$ cat config.mk
export PLATFORM = sky130hd
export DESIGN_NAME = rv32i_fetch
export DESIGN_NICKNAME = d
export VERILOG_FILES = /design/src/rtl/rv32i_pkg.sv /design/src/rtl/rv32i_fetch.sv
export SDC_FILE = /design/constraint.sdc
export NUM_CORES = 1
export LEC_CHECK = 0
export CAP_MARGIN = 5
export CORE_UTILIZATION = 50
export DETAILED_ROUTE_END_ITERATION = 8
export DONT_BUFFER_PORTS = 1
export SLEW_MARGIN = 25
export SYNTH_ARGS = -nofsm -noshare
export SYNTH_HDL_FRONTEND = slang
export SYNTH_SLANG_ARGS = --single-unit
$ cat constraint.sdc
create_clock -name clk -period 8.45 [get_ports clk]
set_clock_uncertainty 0.2 [all_clocks]
set_input_delay 0.845 -clock clk [delete_from_list [all_inputs] [get_ports clk]]
set_output_delay 0.845 -clock clk [all_outputs]
set_load 0.03 [all_outputs]
$ cat src/rtl/rv32i_pkg.sv
// Shared RV32I core definitions: pipeline constants and the fetch-stage state encoding.
package rv32i_pkg;

    localparam logic [31:0] BUBBLE_INST = 32'h0000_0000;
    localparam int          PC_STEP     = 4;

    typedef enum logic [1:0] {
        REQ   = 2'd0,
        DRAIN = 2'd1,
        HOLD  = 2'd2
    } fetch_state_t;

endpackage

$ cat src/rtl/rv32i_fetch.sv
// RV32I instruction fetch: owns the PC, fetches over a req/ack handshake, and
// feeds decode with registered instruction, valid and PC, inserting bubbles as needed.
module rv32i_fetch
    import rv32i_pkg::*;
#(
    parameter int               WIDTH    = 32,
    parameter logic [WIDTH-1:0] RESET_PC = '0
) (
    input  logic             clk,
    input  logic             reset,
    output logic             imem_req,
    output logic [WIDTH-1:0] imem_addr,
    input  logic             imem_ack,
    input  logic [WIDTH-1:0] imem_rdata,
    input  logic             stall,
    input  logic             redirect,
    input  logic [WIDTH-1:0] redirect_pc,
    output logic [WIDTH-1:0] inst,
    output logic             inst_valid,
    output logic [WIDTH-1:0] pc_out
);

    localparam logic [WIDTH-1:0] STEP   = WIDTH'(PC_STEP);
    localparam logic [WIDTH-1:0] BUBBLE = WIDTH'(BUBBLE_INST);

    fetch_state_t     state, state_d;
    logic [WIDTH-1:0] pc, pc_d;
    logic [WIDTH-1:0] drain_addr, drain_addr_d;
    logic [WIDTH-1:0] hold_word, hold_word_d;
    logic [WIDTH-1:0] hold_pc, hold_pc_d;
    logic [WIDTH-1:0] inst_d, pc_out_d;
    logic             inst_valid_d;
    logic [WIDTH-1:0] target;

    assign target = {redirect_pc[WIDTH-1:2], 2'b00};

    // Memory-facing outputs depend only on registered state (plus the reset gate).
    always_comb begin
        imem_req  = !reset && (state != HOLD);
        imem_addr = pc;
        if (reset) begin
            imem_addr = RESET_PC;
        end else if (state == DRAIN) begin
            imem_addr = drain_addr;
        end
    end

    always_comb begin
        // NOTE: every signal gets a default before the case so no path leaves it unassigned (no latches).
        state_d      = state;
        pc_d         = pc;
        drain_addr_d = drain_addr;
        hold_word_d  = hold_word;
        hold_pc_d    = hold_pc;
        inst_d       = BUBBLE;
        inst_valid_d = 1'b0;
        pc_out_d     = '0;

        case (state)
            REQ: begin
                if (redirect) begin
                    pc_d = target;
                    if (!imem_ack) begin
                        // Request still in flight: keep presenting its address until it drains.
                        drain_addr_d = pc;
                        state_d      = DRAIN;
                    end
                end else if (imem_ack) begin
                    if (stall) begin
                        hold_word_d = imem_rdata;
                        hold_pc_d   = pc;
                        state_d     = HOLD;
                    end else begin
                        inst_d       = imem_rdata;
                        inst_valid_d = 1'b1;
                        pc_out_d     = pc;
                        pc_d         = pc + STEP;
                    end
                end
            end
            DRAIN: begin
                if (redirect) begin
                    pc_d = target;
                end
                if (imem_ack) begin
                    state_d = REQ;
                end
            end
            HOLD: begin
                if (redirect) begin
                    pc_d    = target;
                    state_d = REQ;
                end else if (!stall) begin
                    inst_d       = hold_word;
                    inst_valid_d = 1'b1;
                    pc_out_d     = hold_pc;
                    pc_d         = hold_pc + STEP;
                    state_d      = REQ;
                end
            end
            default: state_d = REQ;
        endcase
    end

    // NOTE: sequential state uses non-blocking assignments so every register samples pre-edge values.
    always_ff @(posedge clk) begin
        if (reset) begin
            state      <= REQ;
            pc         <= RESET_PC;
            inst       <= BUBBLE;
            inst_valid <= 1'b0;
            pc_out     <= '0;
        end else begin
            state      <= state_d;
            pc         <= pc_d;
            inst       <= inst_d;
            inst_valid <= inst_valid_d;
            pc_out     <= pc_out_d;
        end
    end

    // NOTE: drain/hold buffers are plain datapath, only read once the FSM has loaded them, so they carry no reset.
    always_ff @(posedge clk) begin
        drain_addr <= drain_addr_d;
        hold_word  <= hold_word_d;
        hold_pc    <= hold_pc_d;
    end

endmodule

==> After elaboration in Yosys (flattened, before gate mapping) <==
Index checks and enable logic that the tools add are counted.
{ "totals": {"ff_bits": 195, "out_inout_bits": 98, "in_bits": 69} }
{ "classes": {"bitwise": 2, "add_sub_neg": 2, "n_eq_ne": 10, "n_mux": 34, "n_reduce_logical": 8} }
{ "op_table": {"columns": ["op", "count"], "rows": [
  ["$mux 32", 18],
  ["$pmux 32 s2", 2],
  ["$pmux 32 s3", 1],
  ["$add 32x3->32 const B", 2],
  ["$ne 3x3->1 const B", 5],
  ["$mux 2", 7],
  ["$reduce_and 5->1", 2],
  ["$ne 2x2->1 const B", 3],
  ["$pmux 2 s3", 1],
  ["$mux 1", 4],
  ["$reduce_and 4->1", 1],
  ["$reduce_and 3->1", 1],
  ["$reduce_bool 3->1", 1],
  ["$eq 2x1->1 const B", 1],
  ["$eq 2x2->1 const B", 1],
  ["$logic_not 2->1", 1],
  ["$not 1->1", 2],
  ["$pmux 1 s2", 1],
  ["$logic_and 1x1->1", 1],
  ["$logic_not 1->1", 1]
]} }

==> Depth between registers and ports, before layout <==
{ "logic_depth": {"depth_word": 5, "depth_mapped": 10, "mapped_depth_nobuf": 8} }

==> Least setup slack after synthesis <==
OpenSTA, ideal clock, no wires.
{ "synth_path": {"kind": "in2reg", "start": "input port redirect", "end": "register state[1]", "setup_ns": 0.085, "n_path_buf": 3, "arrival_time_ns": 6.802, "slack_ns": 1.363, "required_ns": 8.165, "cell_stages": 6, "path_cell_list": "clkbuf_1 -> clkbuf_8 -> clkbuf_1 -> nor3b_1 -> a22oi_1 -> nor2_1"} }
{ "synth_via": {"elab_chain_len": 2, "word_cells_on_any_way": 8, "classes_between": "eq/ne (4); mux (3); reduce/logical (1)"} }
{ "synth_lines": {"columns": ["item", "line", "text"], "rows": [
  ["from (decl)", "rv32i_fetch.sv:16", "input logic redirect,"],
  ["$ne 3x3->1 (no source line) (tied with other cells)", null, null],
  ["$reduce_and 5->1 (no source line) / $pmux 2 s3 (equally long branches)", null, null],
  ["to (signal assigned)", "rv32i_fetch.sv:114", "state <= state_d;"],
  ["to (decl)", "rv32i_fetch.sv:26", "fetch_state_t state, state_d;"]
]} }
Several ways; a longest one is shown, not always the timed one.
A chain may end at the register's enable or synchronous reset.

==> Worst setup path in the final report <==
{ "layout_path": {"start": "register state[1]", "end": "output port imem_addr[6]"} }
{ "layout_via": {"elab_chain_len": 3} }
{ "layout_lines": {"columns": ["item", "line", "text"], "rows": [
  ["$eq 2x1->1", "rv32i_fetch.sv:43", "end else if (state == DRAIN) begin"],
  ["$mux 32", "rv32i_fetch.sv:43", null],
  ["$mux 32", "rv32i_fetch.sv:41", "if (reset) begin"],
  ["to (decl)", "rv32i_fetch.sv:12", "output logic [WIDTH-1:0] imem_addr,"]
]} }
No other way between the ends.

==> results <==
- The run finished with clean final reports.
- The die covers 18240 µm².
- The proportion of register bits with asynchronous set or reset after synthesis is 0%.
- The most used flip-flop cell after synthesis is dfxtp_1.
- The critical path goes through inv_1 > ha_2 > buf_4 > mux2i_1 > nor2_1.
- Pin placement for this block handled around 170 I/O pins.
- The number of global-route vias before repair was between 6000 and 7000.
- The post-route netlist has about 8.0% of its cells at a drive strength greater than 1.
- For this run, the top clock speed supported by timing is between 200 and 300 MHz.
- The post-detailed-route wirelength per cell is 21.86 µm.
- The clock tree synthesis step divided the H-tree into 4 levels.
- Of all cell types, the one taking the most synthesized area is edfxtp_1.
- 0 antenna diodes ended up in the layout.
- The routed layout has about 6700 vias.
- The number of nets in the synthesized netlist is about 940.
- For this run, the register share of the synthesized area comes to between 50% and 60%.
- The top cell family by delay on the critical path is buffers and inverters.
- At the pin with the least slew margin, the transition time is between 0.9 and 1 ns.
- Summed over all failing endpoints, the final setup total negative slack is 0 ns.
- Before antenna repair, the detailed router went through 6 iterations.
- The sort of element at the end of the critical path is an output port.
- The longest individual stage delay on the worst path is 0.63 ns.
- The clock root buffer is clkbuf_16.
- Clock-pin slew was measured on the worst setup and hold paths at ~0.080 ns.
- The count of instances resized after the clock tree is built is 0.
- The global placement routability congestion is 0.8892.
- Entering global routing, the biggest net connects between 70 and 80 pins.
- In this run the tightest slew margin relative to its limit is a little under two fifths.
- In this run the horizontal extent of the chip is between 100 and 150 µm.
- Setup repair after global routing left no endpoint under its margin.
- Hold repair after CTS inserted 0 buffers.
- In this run the static leakage power is 3.177 nW.
- Wires add up to about 23 mm.
- The leading cell type by number of instances after synthesis is nor2_1.
- The initialized floorplan defines 48 standard-cell rows.
- The starting density of the core is slightly above 50%.
- After synthesis, the mean cell area works out to 10.27 µm².
- The number of enable-type register cells in the synthesized netlist is 96.
- In this run, distinct cell masters in the synthesized netlist total 64.
- The number of warnings issued by yosys is 0.
- The worst min-delay path category is in -> reg.
- The number of buffers inserted by post-CTS setup repair is 0.
- The initial antenna violation count is 0.
- For this run the aggregate overflow at the end of global routing stands at 0.
- The area growth from synthesis to layout is 7.787%.
- The number of storage elements in the synthesis netlist is between 150 and 200.
- The sort of element at the start of the critical path is a flip-flop.
- Counting tap cells, the placed design contains a total of just over 1000 instances.
- The critical path is of the reg -> out type.
- The first global-routing pass estimated ~36 mm of wire.
- The CTS tree is built.
- The clock latency reported for the late side of the worst-skew pair is ~0.44 ns.
- The total clock sinks is between 150 and 200.
- For this block, the initial DRC count from the detailed router was 597.
- Subtracting the final worst setup slack from the clock period gives 3.462 ns.
- The number of vias per cell after detailed routing is 6.324.
- The data required time of the worst path is around 7.4 ns.
- Ranked by total cell area, the synthesized netlist is headed by edfxtp_1, dfxtp_1, nor2_1.
- The cell area after technology mapping is around 9000 µm².
- The count of nets left with antenna violations once routing finished came out at 0.
- The critical-path cell with the highest stage delay is buf_4.
- In the synthesized netlist, the cells that appear most often are nor2_1, dfxtp_1, edfxtp_1, a22oi_1, nand2_1.
- The final instance count without filler cells is 1066.
- The count of pins over their slew limit is 0.
- In the synthesized netlist, the number of instances is around 860.
- Global routing consumed, over all layers together, about a quarter of the routing resources.
- The final worst-path cycle share is between 40% and 50%.
- The placed wire-length estimate after detailed placement is about 15 mm.
- The total count of hold-check failures in the final report came to 0.
- The power density over the cells is between 200 and 250 nW/µm².
- The worst IR drop on VDD is about 160 µV.
- In this run the worst path has a maximum fanout of 46.
- Data on the critical path arrives at its endpoint at 2.42 ns.
- The number of setup violations in the final report is 0.
- The area of the core is roughly 17000 µm².
- The count of nets after finishing is 903.
- The count of unresolved DRC violations after routing is 0.
- The share of synthesized area in the top cell type comes to 32.56%.
- The number of buffers created by CTS is 17.
- Max-cap violations in this run came to 0.
- Buffers placed on the I/O ports in this run total 0.
- The number of buffers on the longest clock path is 2.
- The number of buffer and inverter stages on the critical path is 2.
- The vertical extent of the die is 135.1 µm.
==> worst reg2reg max path: cells and delay by family (launching register included) <==
kind	cells	cell delay, ns
AND/OR/NAND/NOR	3	1.10
flip-flops	1	0.40
AO/OA/AOI/OAI	2	0.30
adder cells (fa/ha/maj)	1	0.92
buffers and inverters	2	0.39
==> where the power goes <==
part | total (W) | internal, W | switching, W
logic | 0.000215 | 0.0000702 | 0.000144
registers | 0.00111 | 0.00104 | 0.0000647
clock network | 0.000816 | 0.000402 | 0.000414
==> cell type report <==
type / count / area, µm²
fillers: 1521 / 7754
repair buffers: 11 / 82.58
well taps: 225 / 281.5
flip-flops and latches: 195 / 4865
multi-input cells: 586 / 3643
inverters: 17 / 63.81
clock inverters: 15 / 181.4
clock buffers: 17 / 425.4
==> cells by family (layout without fill, tap and decap cells) <==
group | after synthesis | in the layout | synth area share, %
multiplexers | 35 | 35 | 3.971
AND/OR/NAND/NOR | 319 | 319 | 17.13
adder cells (fa/ha/maj) | 6 | 6 | 0.8479
XOR/XNOR | 36 | 36 | 3.561
buffers and inverters | 81 | 60 | 4.339
flip-flops | 195 | 195 | 54.95
AO/OA/AOI/OAI | 190 | 190 | 15.21
==> final timing paths <==
path,start,to,slack [ns],depth (start not counted)
worst max-delay path,state[1]$_SDFFE_PP0P_,imem_addr[6],4.99,5
worst min-delay path,reset,pc[0]$_SDFFE_PP0P_,0.28,1
worst max register to register,state[0]$_SDFFE_PP0P_,pc[24]$_SDFFE_PP0P_,5.06,8
worst min register to register,hold_word[20]$_DFFE_PP_,inst[20]$_SDFF_PP0_,0.30,2
==> cells in the final DEF, fill, tap and decap left out, types with 5 or more instances in the layout <==
| master | n |
|---|---|
| clkbuf_16 | 17 |
| edfxtp_1 | 96 |
| nand2_1 | 56 |
| nand2b_1 | 6 |
| buf_4 | 11 |
| xnor2_1 | 18 |
| o21ai_0 | 23 |
| ha_1 | 5 |
| a22oi_1 | 68 |
| and3_1 | 9 |
| clkinv_8 | 5 |
| nand3_1 | 30 |
| nand4_1 | 13 |
| nor3_1 | 20 |
| xor2_1 | 18 |
| a211oi_1 | 12 |
| dfxtp_1 | 99 |
| nor4_1 | 8 |
| a31oi_1 | 6 |
| a221oi_1 | 12 |
| inv_1 | 16 |
| nor2_1 | 141 |
| and4_1 | 6 |
| a21oi_1 | 27 |
| mux2i_1 | 34 |
==> registers in the layout, indices dropped and copies added, names as in the netlist <==
signal / flops
hold_word: 32
hold_pc: 32
inst: 32
drain_addr: 32
inst_valid: 1
pc_out: 32
pc: 32
state: 2
==> per-layer routing <==
metal | vias to the layer above | GRT usage, % | routed length (µm)
li1 | 3101 | - | -
met5 | - | 0 | 0
met1 | 3323 | 35.49 | 10210
met4 | 0 | 8.739 | 432
met2 | 285 | 40.09 | 10620
met3 | 32 | 7.207 | 2042
==> through the flow <==
stage | total power (W) | util, % | setup WS, ns | cell area, µm² | hold WS, ns
floorplan | 0.001293 | - | 1.363 | 8853 | 0.2202
global placement | 0.001334 | 51.66 | 5.081 | 8936 | 0.2776
detailed placement | 0.001341 | 51.66 | 5.083 | 8936 | 0.2855
CTS | 0.002150 | 55.17 | 4.984 | 9543 | 0.2558
global route | 0.002211 | 55.17 | 4.845 | 9543 | 0.2540
finish | 0.002137 | 55.17 | 4.988 | 9543 | 0.2764
Note: power is estimated with default switching activity, not from simulation.
